$ cat config.mk
export PLATFORM = sky130hd
export DESIGN_NAME = muldiv_sequencer
export DESIGN_NICKNAME = d
export VERILOG_FILES = /design/src/rtl/muldiv_sequencer.sv
export SDC_FILE = /design/constraint.sdc
export NUM_CORES = 1
export LEC_CHECK = 0
export ABC_AREA = 0
export CORE_MARGIN = 4
export CORE_UTILIZATION = 62
export DETAILED_ROUTE_END_ITERATION = 10
export PLACE_DENSITY = 0.9
export SETUP_SLACK_MARGIN = 0.02
export SYNTH_ARGS = -nofsm -noshare
export SYNTH_HDL_FRONTEND = slang
export SYNTH_SLANG_ARGS = --single-unit
$ cat constraint.sdc
create_clock -name clk -period 4.26 [get_ports clk]
set_input_delay 1.278 -clock clk [delete_from_list [all_inputs] [get_ports clk]]
set_output_delay 1.278 -clock clk [all_outputs]
set_load 0.03 [all_outputs]
$ cat src/rtl/muldiv_sequencer.sv
`default_nettype none
// ============================================================================
// Module   : muldiv_sequencer
// Purpose  : Iterative RV32M multiply/divide sequencer placed beside the EX ALU.
//            Compile-time option MULDIV_EARLY_OUT_EN enables early termination.
// Revision : 1.0 - initial release
// ============================================================================
module muldiv_sequencer #(
   parameter int DATA_WIDTH = 32,
   parameter int CNT_W      = 6
) (
   input  logic                  clk,
   input  logic                  reset,
   input  logic                  req_valid,
   output logic                  req_ready,
   input  logic [2:0]            req_funct3,
   input  logic [DATA_WIDTH-1:0] req_a,
   input  logic [DATA_WIDTH-1:0] req_b,
   input  logic                  flush,
   output logic                  busy,
   output logic                  resp_valid,
   input  logic                  resp_ready,
   output logic [DATA_WIDTH-1:0] resp_data
);

   localparam logic [2:0] c_MUL    = 3'b000;
   localparam logic [2:0] c_MULH   = 3'b001;
   localparam logic [2:0] c_MULHSU = 3'b010;
   localparam logic [2:0] c_MULHU  = 3'b011;
   localparam logic [2:0] c_DIV    = 3'b100;
   localparam logic [2:0] c_DIVU   = 3'b101;
   localparam logic [2:0] c_REM    = 3'b110;

   localparam logic [CNT_W-1:0]      c_FULL = CNT_W'(DATA_WIDTH);
   localparam logic [CNT_W-1:0]      c_LAST = CNT_W'(DATA_WIDTH - 1);
   localparam logic [DATA_WIDTH-1:0] c_MIN  = {1'b1, {(DATA_WIDTH-1){1'b0}}};

   typedef enum logic [1:0] {
      ST_IDLE = 2'd0,
      ST_BUSY = 2'd1,
      ST_DONE = 2'd2
   } state_t;

   state_t                    state_q,      state_d;
   logic [2:0]                f3_q,         f3_d;
   logic [DATA_WIDTH-1:0]     a_q,          a_d;
   logic                      neg_q,        neg_d;
   logic                      neg_rem_q,    neg_rem_d;
   logic                      div0_q,       div0_d;
   logic                      ovf_q,        ovf_d;
   logic [CNT_W-1:0]          cnt_q,        cnt_d;
   logic [2*DATA_WIDTH-1:0]   mcand_q,      mcand_d;
   logic [DATA_WIDTH-1:0]     mplier_q,     mplier_d;
   logic [2*DATA_WIDTH-1:0]   acc_q,        acc_d;
   logic [DATA_WIDTH-1:0]     dsr_q,        dsr_d;
   logic [DATA_WIDTH-1:0]     dvd_q,        dvd_d;
   logic [DATA_WIDTH-1:0]     quo_q,        quo_d;
   logic [DATA_WIDTH-1:0]     rem_q,        rem_d;
   logic                      resp_valid_q, resp_valid_d;
   logic [DATA_WIDTH-1:0]     resp_data_q,  resp_data_d;

   // Request decode: which operands are treated as signed, and the special divides
   logic                      w_a_sgn, w_b_sgn, w_sa, w_sb, w_div0, w_ovf;
   logic [DATA_WIDTH-1:0]     w_amag, w_bmag;

   assign w_a_sgn = (req_funct3 != c_MULHU) && (req_funct3[2] ? !req_funct3[0] : 1'b1);
   assign w_b_sgn = (req_funct3 == c_MUL) || (req_funct3 == c_MULH) ||
                    (req_funct3 == c_DIV) || (req_funct3 == c_REM);
   assign w_sa    = w_a_sgn & req_a[DATA_WIDTH-1];
   assign w_sb    = w_b_sgn & req_b[DATA_WIDTH-1];
   assign w_amag  = w_sa ? -req_a : req_a;
   assign w_bmag  = w_sb ? -req_b : req_b;
   assign w_div0  = (req_b == '0);
   assign w_ovf   = ((req_funct3 == c_DIV) || (req_funct3 == c_REM)) &&
                    (req_a == c_MIN) && (req_b == '1);

   // One radix-2 step of each datapath
   logic [2*DATA_WIDTH-1:0]   w_acc_add;
   logic [DATA_WIDTH-1:0]     w_mplier_nxt;
   logic [DATA_WIDTH:0]       w_rsh, w_diff;
   logic                      w_ge;
   logic [DATA_WIDTH-1:0]     w_rem_nxt, w_dvd_nxt, w_quo_nxt;
   logic [CNT_W-1:0]          w_cnt_inc;
   logic                      w_last;

   assign w_acc_add    = mplier_q[0] ? (acc_q + mcand_q) : acc_q;
   assign w_mplier_nxt = mplier_q >> 1;
   assign w_rsh        = {rem_q, dvd_q[DATA_WIDTH-1]};
   assign w_diff       = w_rsh - {1'b0, dsr_q};
   assign w_ge         = !w_diff[DATA_WIDTH];
   assign w_rem_nxt    = w_ge ? w_diff[DATA_WIDTH-1:0] : w_rsh[DATA_WIDTH-1:0];
   assign w_dvd_nxt    = dvd_q << 1;
   assign w_quo_nxt    = {quo_q[DATA_WIDTH-2:0], w_ge};
   assign w_cnt_inc    = (cnt_q == c_FULL) ? cnt_q : cnt_q + CNT_W'(1);
   assign w_last       = (cnt_q == c_LAST);

   logic                      w_mul_fin, w_div_fin;
   logic [DATA_WIDTH-1:0]     w_quo_step;

`ifdef MULDIV_EARLY_OUT_EN
   // Once no dividend bits and no partial remainder are left, the remaining
   // quotient bits are all zero, so the quotient only needs aligning.
   assign w_mul_fin  = w_last || (w_mplier_nxt == '0);
   assign w_div_fin  = w_last || ((w_rem_nxt == '0) && (w_dvd_nxt == '0));
   assign w_quo_step = w_quo_nxt << (c_FULL - w_cnt_inc);
`else
   assign w_mul_fin  = w_last;
   assign w_div_fin  = w_last;
   assign w_quo_step = w_quo_nxt;
`endif

   logic [2*DATA_WIDTH-1:0]   w_prod;
   logic [DATA_WIDTH-1:0]     w_quo_s, w_rem_s, w_result;

   assign w_prod  = neg_q     ? -acc_q : acc_q;
   assign w_quo_s = neg_q     ? -quo_q : quo_q;
   assign w_rem_s = neg_rem_q ? -rem_q : rem_q;

   always_comb begin
      w_result = '0;
      case (f3_q)
         c_MUL:                    w_result = w_prod[DATA_WIDTH-1:0];
         c_MULH, c_MULHSU, c_MULHU: w_result = w_prod[2*DATA_WIDTH-1:DATA_WIDTH];
         c_DIV, c_DIVU:            w_result = div0_q ? '1 : (ovf_q ? c_MIN : w_quo_s);
         default:                  w_result = div0_q ? a_q : (ovf_q ? '0 : w_rem_s);
      endcase
   end

   always_comb begin
      state_d      = state_q;
      f3_d         = f3_q;
      a_d          = a_q;
      neg_d        = neg_q;
      neg_rem_d    = neg_rem_q;
      div0_d       = div0_q;
      ovf_d        = ovf_q;
      cnt_d        = cnt_q;
      mcand_d      = mcand_q;
      mplier_d     = mplier_q;
      acc_d        = acc_q;
      dsr_d        = dsr_q;
      dvd_d        = dvd_q;
      quo_d        = quo_q;
      rem_d        = rem_q;
      resp_valid_d = resp_valid_q;
      resp_data_d  = resp_data_q;

      case (state_q)
         ST_IDLE: begin
            if (req_valid) begin
               state_d   = ST_BUSY;
               f3_d      = req_funct3;
               a_d       = req_a;
               neg_d     = w_sa ^ w_sb;
               neg_rem_d = w_sa;
               div0_d    = w_div0;
               ovf_d     = w_ovf;
               cnt_d     = '0;
               mcand_d   = {{DATA_WIDTH{1'b0}}, w_amag};
               mplier_d  = w_bmag;
               acc_d     = '0;
               dvd_d     = w_amag;
               dsr_d     = w_bmag;
               quo_d     = '0;
               rem_d     = '0;
            end
         end
         ST_BUSY: begin
            cnt_d = w_cnt_inc;
            if (f3_q[2]) begin
               if (div0_q || ovf_q) begin
                  state_d = ST_DONE;
               end else begin
                  rem_d = w_rem_nxt;
                  dvd_d = w_dvd_nxt;
                  quo_d = w_div_fin ? w_quo_step : w_quo_nxt;
                  if (w_div_fin) state_d = ST_DONE;
               end
            end else begin
               acc_d    = w_acc_add;
               mcand_d  = mcand_q << 1;
               mplier_d = w_mplier_nxt;
               if (w_mul_fin) state_d = ST_DONE;
            end
         end
         ST_DONE: begin
            // First DONE cycle applies the result sign; the response then holds.
            if (!resp_valid_q) begin
               resp_valid_d = 1'b1;
               resp_data_d  = w_result;
            end else if (resp_ready) begin
               resp_valid_d = 1'b0;
               state_d      = ST_IDLE;
            end
         end
         default: state_d = ST_IDLE;
      endcase

      if (flush) begin
         state_d      = ST_IDLE;
         resp_valid_d = 1'b0;
      end
   end

   always_ff @(posedge clk) begin
      if (reset) begin
         state_q      <= ST_IDLE;
         f3_q         <= '0;
         a_q          <= '0;
         neg_q        <= 1'b0;
         neg_rem_q    <= 1'b0;
         div0_q       <= 1'b0;
         ovf_q        <= 1'b0;
         cnt_q        <= '0;
         mcand_q      <= '0;
         mplier_q     <= '0;
         acc_q        <= '0;
         dsr_q        <= '0;
         dvd_q        <= '0;
         quo_q        <= '0;
         rem_q        <= '0;
         resp_valid_q <= 1'b0;
         resp_data_q  <= '0;
      end else begin
         state_q      <= state_d;
         f3_q         <= f3_d;
         a_q          <= a_d;
         neg_q        <= neg_d;
         neg_rem_q    <= neg_rem_d;
         div0_q       <= div0_d;
         ovf_q        <= ovf_d;
         cnt_q        <= cnt_d;
         mcand_q      <= mcand_d;
         mplier_q     <= mplier_d;
         acc_q        <= acc_d;
         dsr_q        <= dsr_d;
         dvd_q        <= dvd_d;
         quo_q        <= quo_d;
         rem_q        <= rem_d;
         resp_valid_q <= resp_valid_d;
         resp_data_q  <= resp_data_d;
      end
   end

   assign req_ready  = (state_q == ST_IDLE);
   assign busy       = (state_q != ST_IDLE);
   assign resp_valid = resp_valid_q;
   assign resp_data  = resp_data_q;

endmodule
`default_nettype wire

Yosys cells after proc, flatten, opt, wreduce, memory -nomap -nowiden --
Index checks and enable logic that the tools add are counted. W data, S select, Z words.
Storage, ports and cells: register bits after elaboration 368, input bits 72, output and inout bits 35, word-level logic and storage cells 123
Cells by class: $add $sub $neg 8, equal/unequal tests 23, multiplexer cells 45, bitwise operators 4, reduce and logical (&&, ||, !) cells 26
Operators by type and width (count):
- $mux W32 | 19
- $mux W64 | 6
- $pmux W32 S2 | 4
- $pmux W64 S2 | 2
- $neg A32 Y32 | 4
- $pmux W32 S3 | 1
- $add A64 B64 Y64 | 1
- $eq A32 B32 Y1 const B | 2
- $neg A64 Y64 | 1
- $sub A33 B32 Y33 | 1
- $logic_not A32 Y1 | 1
- $ne A2 B2 Y1 const B | 8
- $eq A3 B3 Y1 const B | 4
- $mux W2 | 6
- $mux W6 | 2
- $pmux W6 S2 | 1
- $reduce_and A3 Y1 | 3
- $reduce_and A4 Y1 | 2
- $add A6 B1 Y6 const B | 1
- $eq A3 B1 Y1 const B | 2
- $eq A3 B2 Y1 const B | 2
- $eq A6 B5 Y1 const B | 1
- $eq A6 B6 Y1 const B | 1
- $logic_not A3 Y1 | 2
- other kinds (16) | 29

Longest topological paths before layout --
Gate-level depths: netlist of the first run.
depth after elaboration 8, mapped depth 15, mapped depth without buffers 14

Worst setup path before layout of the first run --
No wires, ideal clock.
kind input-to-reg, from input req_b[8], to register mplier_q[30], arrival time 3.548 ns, slack 0.585 ns, stages on the path 10, path buffers 0, cell sequence or4_1 or3_1 nor4_1 and2_1 nand4b_1 o31ai_1 xor2_1 a211oi_1 a21oi_1 nor2_1
Between the ends: cells in the longest elaborated chain, start to end 4
Ends and longest elaborated chain:
- from (decl) | RTL line 18 | input logic [DATA_WIDTH-1:0] req_b,
- $neg A32 Y32 | RTL line 72 | assign w_bmag = w_sb ? -req_b : req_b;
- $mux W32 | RTL line 72
- $mux W32 | RTL line 150 | if (req_valid) begin
- $pmux W32 S2 | RTL line 148 | case (state_q)
- to (signal assigned) | RTL line 234 | mplier_q <= mplier_d;
- to (decl) | RTL line 53 | logic [DATA_WIDTH-1:0] mplier_q, mplier_d;
Every way passes these cells. The select of a mux whose other input is x is not followed. A chain may end at the register's enable or synchronous reset.

Worst setup path in the final report of the first run --
from register mcand_q[0], to register acc_q[60]
Between the ends: cells in the longest elaborated chain, start to end 4
Ends and longest elaborated chain:
- from (decl) | RTL line 52 | logic [2*DATA_WIDTH-1:0] mcand_q, mcand_d;
- from (signal assigned) | RTL line 233 | mcand_q <= mcand_d;
- $add A64 B64 Y64 | RTL line 86 | assign w_acc_add = mplier_q[0] ? (acc_q + mcand_q) : acc_q;
- $mux W64 | RTL line 86
- $mux W64 | RTL line 170 | if (f3_q[2]) begin
- $pmux W64 S2 | RTL line 148
- to (signal assigned) | RTL line 217 | acc_q <= '0;
- to (signal assigned) | RTL line 235 | acc_q <= acc_d;
- to (decl) | RTL line 54 | logic [2*DATA_WIDTH-1:0] acc_q, acc_d;
Every way passes these cells. The select of a mux whose other input is x is not followed.

==> impl_results.md, run 1 <==
* Number of cell rows at 71
* Final setup TNS at 0 ps
* Largest stage delay, worst path at 430 ps
* Flops & latches, synth at 368
* Mapped Cells at 3196
* Pwr Density at 317 nW/um2
* Final hold violation count at 0
* Ys flop type: dfxtp_1
* Post-route clock period utilization at 0.935
* CTS tree: built
* Initial DRC Count at 2928
* Area growth, synth to finish at 12.6%
* R2R Setup Slk at 280 ps
* Status: finished clean
* Hold Path Class: reg2reg
* Largest net degree at the start of global routing at 120
* Post-synth EDFFs at 0
* Ports at 107
* RR Startpoint: mcand_q[0]
* Setup violators final at 0
* First drt pass iteration count at 7
* Gpl congestion at 1.02
* Via Count at 24797
* Area share of the largest cell type after synthesis at 0.309
* Max Cap Viol at 0
* Crit path capture type: flip-flop
* Largest area contributor in the netlist: dfxtp_1
* Slowest cell on crit path: dfxtp_1
* Startpoint class of the critical path: flip-flop
* Cts hold-fix bufs at 0
* Synth Cell Area at 23800 um2
* Worst-case hold path end point: a_q[29]
* YS warnings at 0
* Worst R2R End: acc_q[60]
* H-tree Lvls at 2
* Setup CP Type: reg2reg
* Worst Min Path Start: a_q[29]
* GRT overflow at 0
* CTS Buf Count at 42
* Initial antenna violation count at 0
* Syn Nets at 3373
* Min cycle time layout at 3980 ps
* Ys async rst share at 0
* Placeable Area at 37800 um2
* Post-Route WL at 79000 um
* # port buffers at 106
* F_max at 251 MHz
* Most common cell in the netlist: nand2_1
* Worst Path Buf+Inv at 2
* Placement Setup Slack at -52.3 ps
* Die Span X at 204 um
* Worst-path cell chain: ha_1 -> inv_1 -> fa_1 -> nor2b_1 -> o211ai_1 -> a31o_2 -> a2111oi_0 -> buf_4 -> o211ai_1 -> o211ai_1 -> nand4_1 -> o21a_1 -> o41ai_1 -> xnor2_1 -> o21ai_0
* ANT cells at 0
* CP arrival at 4440 ps
* Wire length per cell at 21.0 um
* Reg2reg path depth at 15
* Max VDD drop at 0.272 mV
* Die ar. at 41600 um2
* First-pass GRT wire length at 124000 um
* Starting density of the core at 0.631
* Root Driver: clkbuf_16
* Routed vias/inst at 6.58
* Hold Path Depth at 2
* Routed Antenna Nets at 0
* Post-synthesis sequential area ratio at 0.309
* Worst EP required at 4720 ps
* DP HPWL at 58300 um
* Setup bufs post-CTS at 0
* Slew HR at 0.305
* Clock slew at reported path FFs at 60 ps
* Final Max Slew Viols at 0
* Synth cell count leaders: 414 x nand2_1, 368 x dfxtp_1, 336 x nor2_1, 330 x a21oi_1, 235 x o21ai_0
* Crit-path most repeated cell: o211ai_1
* Leak pwr at 10.7 nW
* Post-cts resize count at 0
* Slew @ Worst Pin at 1040 ps
* Worst-Skew Late Latency at 610 ps
* Sink Count at 368
* CTS Buffer Depth at 3
* Share of layout cells above drive strength 1 at 0.0584
* Clock Skews at 29.0 ps
* Cell Area, Placed at 25500 um2
* Syn avg cell area at 7.46 um2
* Unique cell type count in the Yosys netlist at 72
* Die Height at 204 um
* Vias in the first global route at 23448
* Total GRT Usage at 0.367
* Post-route DRC at 0
* Crit Path Max Fanout at 4
* Final Cell Area at 26800 um2
* Largest delay contributor family on the critical path: compound AO/OA/AOI/OAI gates
* RSZ-0062 raised after global routing: false
* Final-stage net count at 3403
* Setup WS post-layout at 277 ps
* Synth top area cells: dfxtp_1 31%, a21oi_1 6.9%, nand2_1 6.5%, ha_1 5.4%, nor2_1 5.3%
## worst max-delay path by stage
stage	start	to	cells past startpoint
2_1_floorplan	req_b[8]	mplier_q[30]	10
3_3_place_gp	req_a[10]	dvd_q[30]	12
3_5_place_dp	req_a[10]	dvd_q[30]	12
4_1_cts	rem_q[8]	resp_data[29]	10
5_1_grt	mcand_q[0]	acc_q[60]	15
6_report	mcand_q[0]	acc_q[60]	15
## metal layers
layer  vias up  GRT usage  share of wire
met1     11592      0.448           0.38
met5         -          0              0
met4         0      0.212          0.069
met3       293     0.0624          0.088
met2      1356      0.611           0.46
li1      11556          -              -
## cell usage in the layout (no fill, tap or decap), drive strengths merged, types with 101 or more instances in the layout
master	count
nand2	414
dfxtp	368
nor2	336
a21oi	330
o21ai	239
xnor2	140
xor2	113
clkdlybuf4s50	105
nand3	104
ha	103
a211oi	101
## power breakdown
group	switching (mW)	leakage [nW]	internal, mW
Sequential	0.133	3.00	3.58
Clock	1.55	0.664	2.05
Combinational	0.773	7.08	0.433
## area by class of cell
class / count / area [um2]
Clock inverter: 17 / 190
Inverter: 73 / 274
Sequential cell: 368 / 7370
Timing Repair Buffer: 193 / 1740
Multi-Input combinational cell: 2548 / 15500
Clock buffer: 57 / 1160
Fill cell: 2949 / 10900
Tap cell: 511 / 639
## state kept, by name (all words and copies together) (netlist names), 2 cells and up
name / count
a_q: 32
mplier_q: 32
dvd_q: 32
f3_q: 3
dsr_q: 32
mcand_q: 64
quo_q: 32
rem_q: 32
state_q: 2
acc_q: 64
cnt_q: 6
resp_data: 32
## cells by family (layout without fill, tap and decap cells)
logic type,after synthesis,count (layout),share of synthesized area
AND/OR/NAND/NOR,1112,1112,0.208
AO/OA/AOI/OAI,1041,1041,0.274
flip-flops,368,368,0.309
buffers and inverters,280,340,0.0444
XOR/XNOR,253,253,0.0930
adder cells (fa/ha/maj),105,105,0.0558
multiplexers,37,37,0.0156
## worst register-to-register path, delay by kind of cell (launching register included)
family,cells,cell delay (ps)
adder cells (fa/ha/maj),2,600
XOR/XNOR,1,180
AND/OR/NAND/NOR,2,410
buffers and inverters,2,280
flip-flops,1,430
AO/OA/AOI/OAI,8,1930
## metrics by stage
| stage | total power [mW] | util | hold slack, ps | cells |
|---|---|---|---|---|
| global route | 8.78 | 0.711 | 488 | 3767 |
| floorplan | 4.52 | - | 426 | 3196 |
| global placement | 4.90 | 0.675 | 445 | 3693 |
| finish | 8.51 | 0.711 | 464 | 3767 |
| detailed placement | 4.93 | 0.675 | 453 | 3693 |
| CTS | 8.47 | 0.711 | 464 | 3767 |
Note: power is estimated with default switching activity, not from simulation.
==> inputs of run 2 (changes only) <==
--- a/config.mk
+++ b/config.mk
@@ -8,6 +8,7 @@
 export ABC_AREA = 0
 export CORE_MARGIN = 4
 export CORE_UTILIZATION = 62
+export CTS_CLUSTER_SIZE = 20
 export DETAILED_ROUTE_END_ITERATION = 10
 export PLACE_DENSITY = 0.9
 export SETUP_SLACK_MARGIN = 0.02
==> impl_results.md, run 2 (same netlist as run 1, synthesis figures left out) <==
* Largest registers: acc_q (64), mcand_q (64)
* Final Max Slew Viols at 0 (unchanged)
* Setup bufs post-CTS at 0 (unchanged)
* Slowest cell on crit path: or4_1
* Worst-Skew Late Latency at 600 ps (about the same)
* Setup CP Type: reg2reg
* Startpoint class of the critical path: flip-flop
* Largest delay contributor family on the critical path: simple AND/OR/NAND/NOR gates
* # port buffers at 106 (unchanged)
* Crit Path Max Fanout at 8 (+4)
* Clock Skews at 23.5 ps (-5.44 ps)
* First-pass GRT wire length at 125000 um (+0.34%)
* ANT cells at 0 (unchanged)
* Worst Min Path Start: a_q[29]
* Max VDD drop at 0.318 mV (+17%)
* DP HPWL at 58300 um (unchanged)
* Crit-path most repeated cell: or4_1
* Starting density of the core at 0.631 (unchanged)
* Slew @ Worst Pin at 1030 ps (-15.4 ps)
* Worst Path Buf+Inv at 0 (-2)
* Die Span X at 204 um (unchanged)
* Final setup TNS at 0 ps (unchanged)
* Post-route DRC at 0 (unchanged)
* RR Startpoint: rem_q[2]
* R2R Setup Slk at 260 ps (about the same)
* Hold Path Class: reg2reg
* Post-Route WL at 79100 um (+0.20%)
* Number of cell rows at 71 (unchanged)
* Clock slew at reported path FFs at 60 ps (about the same)
* Leak pwr at 10.8 nW (+0.43%)
* Slew HR at 0.315 (+0.0102)
* Routed vias/inst at 6.60 (+0.32%)
* Initial antenna violation count at 1 (+1)
* Area growth, synth to finish at 13.0%
* Setup WS post-layout at 265 ps (-11.8 ps)
* Post-route clock period utilization at 0.938 (+0.00277)
* Min cycle time layout at 4000 ps (+11.8 ps)
* Die Height at 204 um (unchanged)
* Gpl congestion at 1.02 (unchanged)
* Final hold violation count at 0 (unchanged)
* Placement Setup Slack at -52.3 ps (unchanged)
* Sink Count at 368 (unchanged)
* Worst-case hold path end point: a_q[29]
* Setup violators final at 0 (unchanged)
* GRT overflow at 0 (unchanged)
* CP arrival at 4450 ps (about the same)
* Die ar. at 41600 um2 (unchanged)
* Final Power at 8.66 mW (+1.8%)
* Worst R2R End: resp_data[29]
* Initial DRC Count at 2886 (-1.4%)
* Final-stage net count at 3403 (unchanged)
* RSZ-0062 raised after global routing: false
* Max Cap Viol at 0 (unchanged)
* Share of layout cells above drive strength 1 at 0.0599 (+0.00152)
* H-tree Lvls at 2 (unchanged)
* Commonest non-fill, non-tap cell in the layout: nand2_1
* CTS tree: built
* Most frequent cells in the layout: 413 x nand2_1, 367 x dfxtp_1, 333 x nor2_1
* Via Count at 24883 (+0.35%)
* CTS Buf Count at 42 (unchanged)
* Wire length per cell at 21.0 um (+0.17%)
* Largest stage delay, worst path at 490 ps (+60 ps)
* CTS Buffer Depth at 3 (unchanged)
* Vias in the first global route at 23517 (+0.29%)
* Crit path capture type: flip-flop
* Root Driver: clkbuf_16
* F_max at 250 MHz (-0.30%)
* Worst-path cell chain: nor4_2 -> nand2_1 -> or4_1 -> or3_1 -> or4_1 -> or4_1 -> o41ai_2 -> xor2_1 -> o22ai_1 -> a211oi_1 -> nor2_1
* First drt pass iteration count at 9 (+2)
* Largest net degree at the start of global routing at 120 (unchanged)
* Hold Path Depth at 2 (unchanged)
* Placeable Area at 37800 um2 (unchanged)
* Ports at 107 (unchanged)
* Pwr Density at 322 nW/um2 (+1.5%)
* Status: finished clean
* Routed Antenna Nets at 0 (unchanged)
* Reg2reg path depth at 11 (-4)
* Total GRT Usage at 0.367 (+0.000621)
* Worst EP required at 4720 ps (about the same)
run 2: cell type report:
| type | instances | area [um2] |
|---|---|---|
| repair buffers | 193 | 1740 |
| clock inverters | 17 | 221 |
| inverters | 73 | 274 |
| multi-input cells | 2548 | 15500 |
| well taps | 511 | 639 |
| clock buffers | 58 | 1210 |
| flip-flops and latches | 368 | 7370 |
| fillers | 2926 | 10800 |
run 2: layer usage:
layer | wire, um | global-route usage | vias up | part of all wire
met5 | 8 | 0 | - | 0.00010
met4 | 5470 | 0.222 | 2 | 0.069
met3 | 7080 | 0.0549 | 290 | 0.090
met2 | 36500 | 0.615 | 1404 | 0.46
met1 | 30100 | 0.448 | 11626 | 0.38
li1 | - | - | 11561 | -
run 2: worst min-delay path, stage by stage (launching register included):
cell and delay (ps):
dfxtp_1 310, nand2_1 50, a21oi_1 50
run 2: how the worst max path moves through the flow:
stage | from | end | slack (ps) | cells past startpoint
5_1_grt | acc_q[14] | acc_q[59] | 20 | 13
4_1_cts | rem_q[2] | resp_data[29] | 320 | 11
6_report | rem_q[2] | resp_data[29] | 260 | 11
3_3_place_gp | req_a[10] | dvd_q[30] | 90 | 12
2_1_floorplan | req_b[8] | mplier_q[30] | 580 | 10
3_5_place_dp | req_a[10] | dvd_q[30] | -50 | 12
run 2: what timing repair did:
item                       in CTS  in global routing
hold buffers                    0                  0
setup endpoints to repair       0                  1
resized for setup               0                  1
hold endpoints to repair        0                  0
run 2: stage by stage:
step / hold slack [ps] / instance area (um2) / cells / utilization
2_1_floorplan: 426 / 23800 / 3196 / -
4_1_cts: 464 / 26900 / 3768 / 0.713
3_3_place_gp: 445 / 25500 / 3693 / 0.675
3_5_place_dp: 453 / 25500 / 3693 / 0.675
5_1_grt: 488 / 26900 / 3768 / 0.713
6_report: 462 / 26900 / 3768 / 0.713
run 2: where the power goes:
part | switching (mW) | leakage (nW) | internal, mW | total [mW]
clock | 1.55 | 0.710 | 2.19 | 3.75
combinational | 0.775 | 7.08 | 0.433 | 1.21
sequential | 0.133 | 3.00 | 3.57 | 3.71
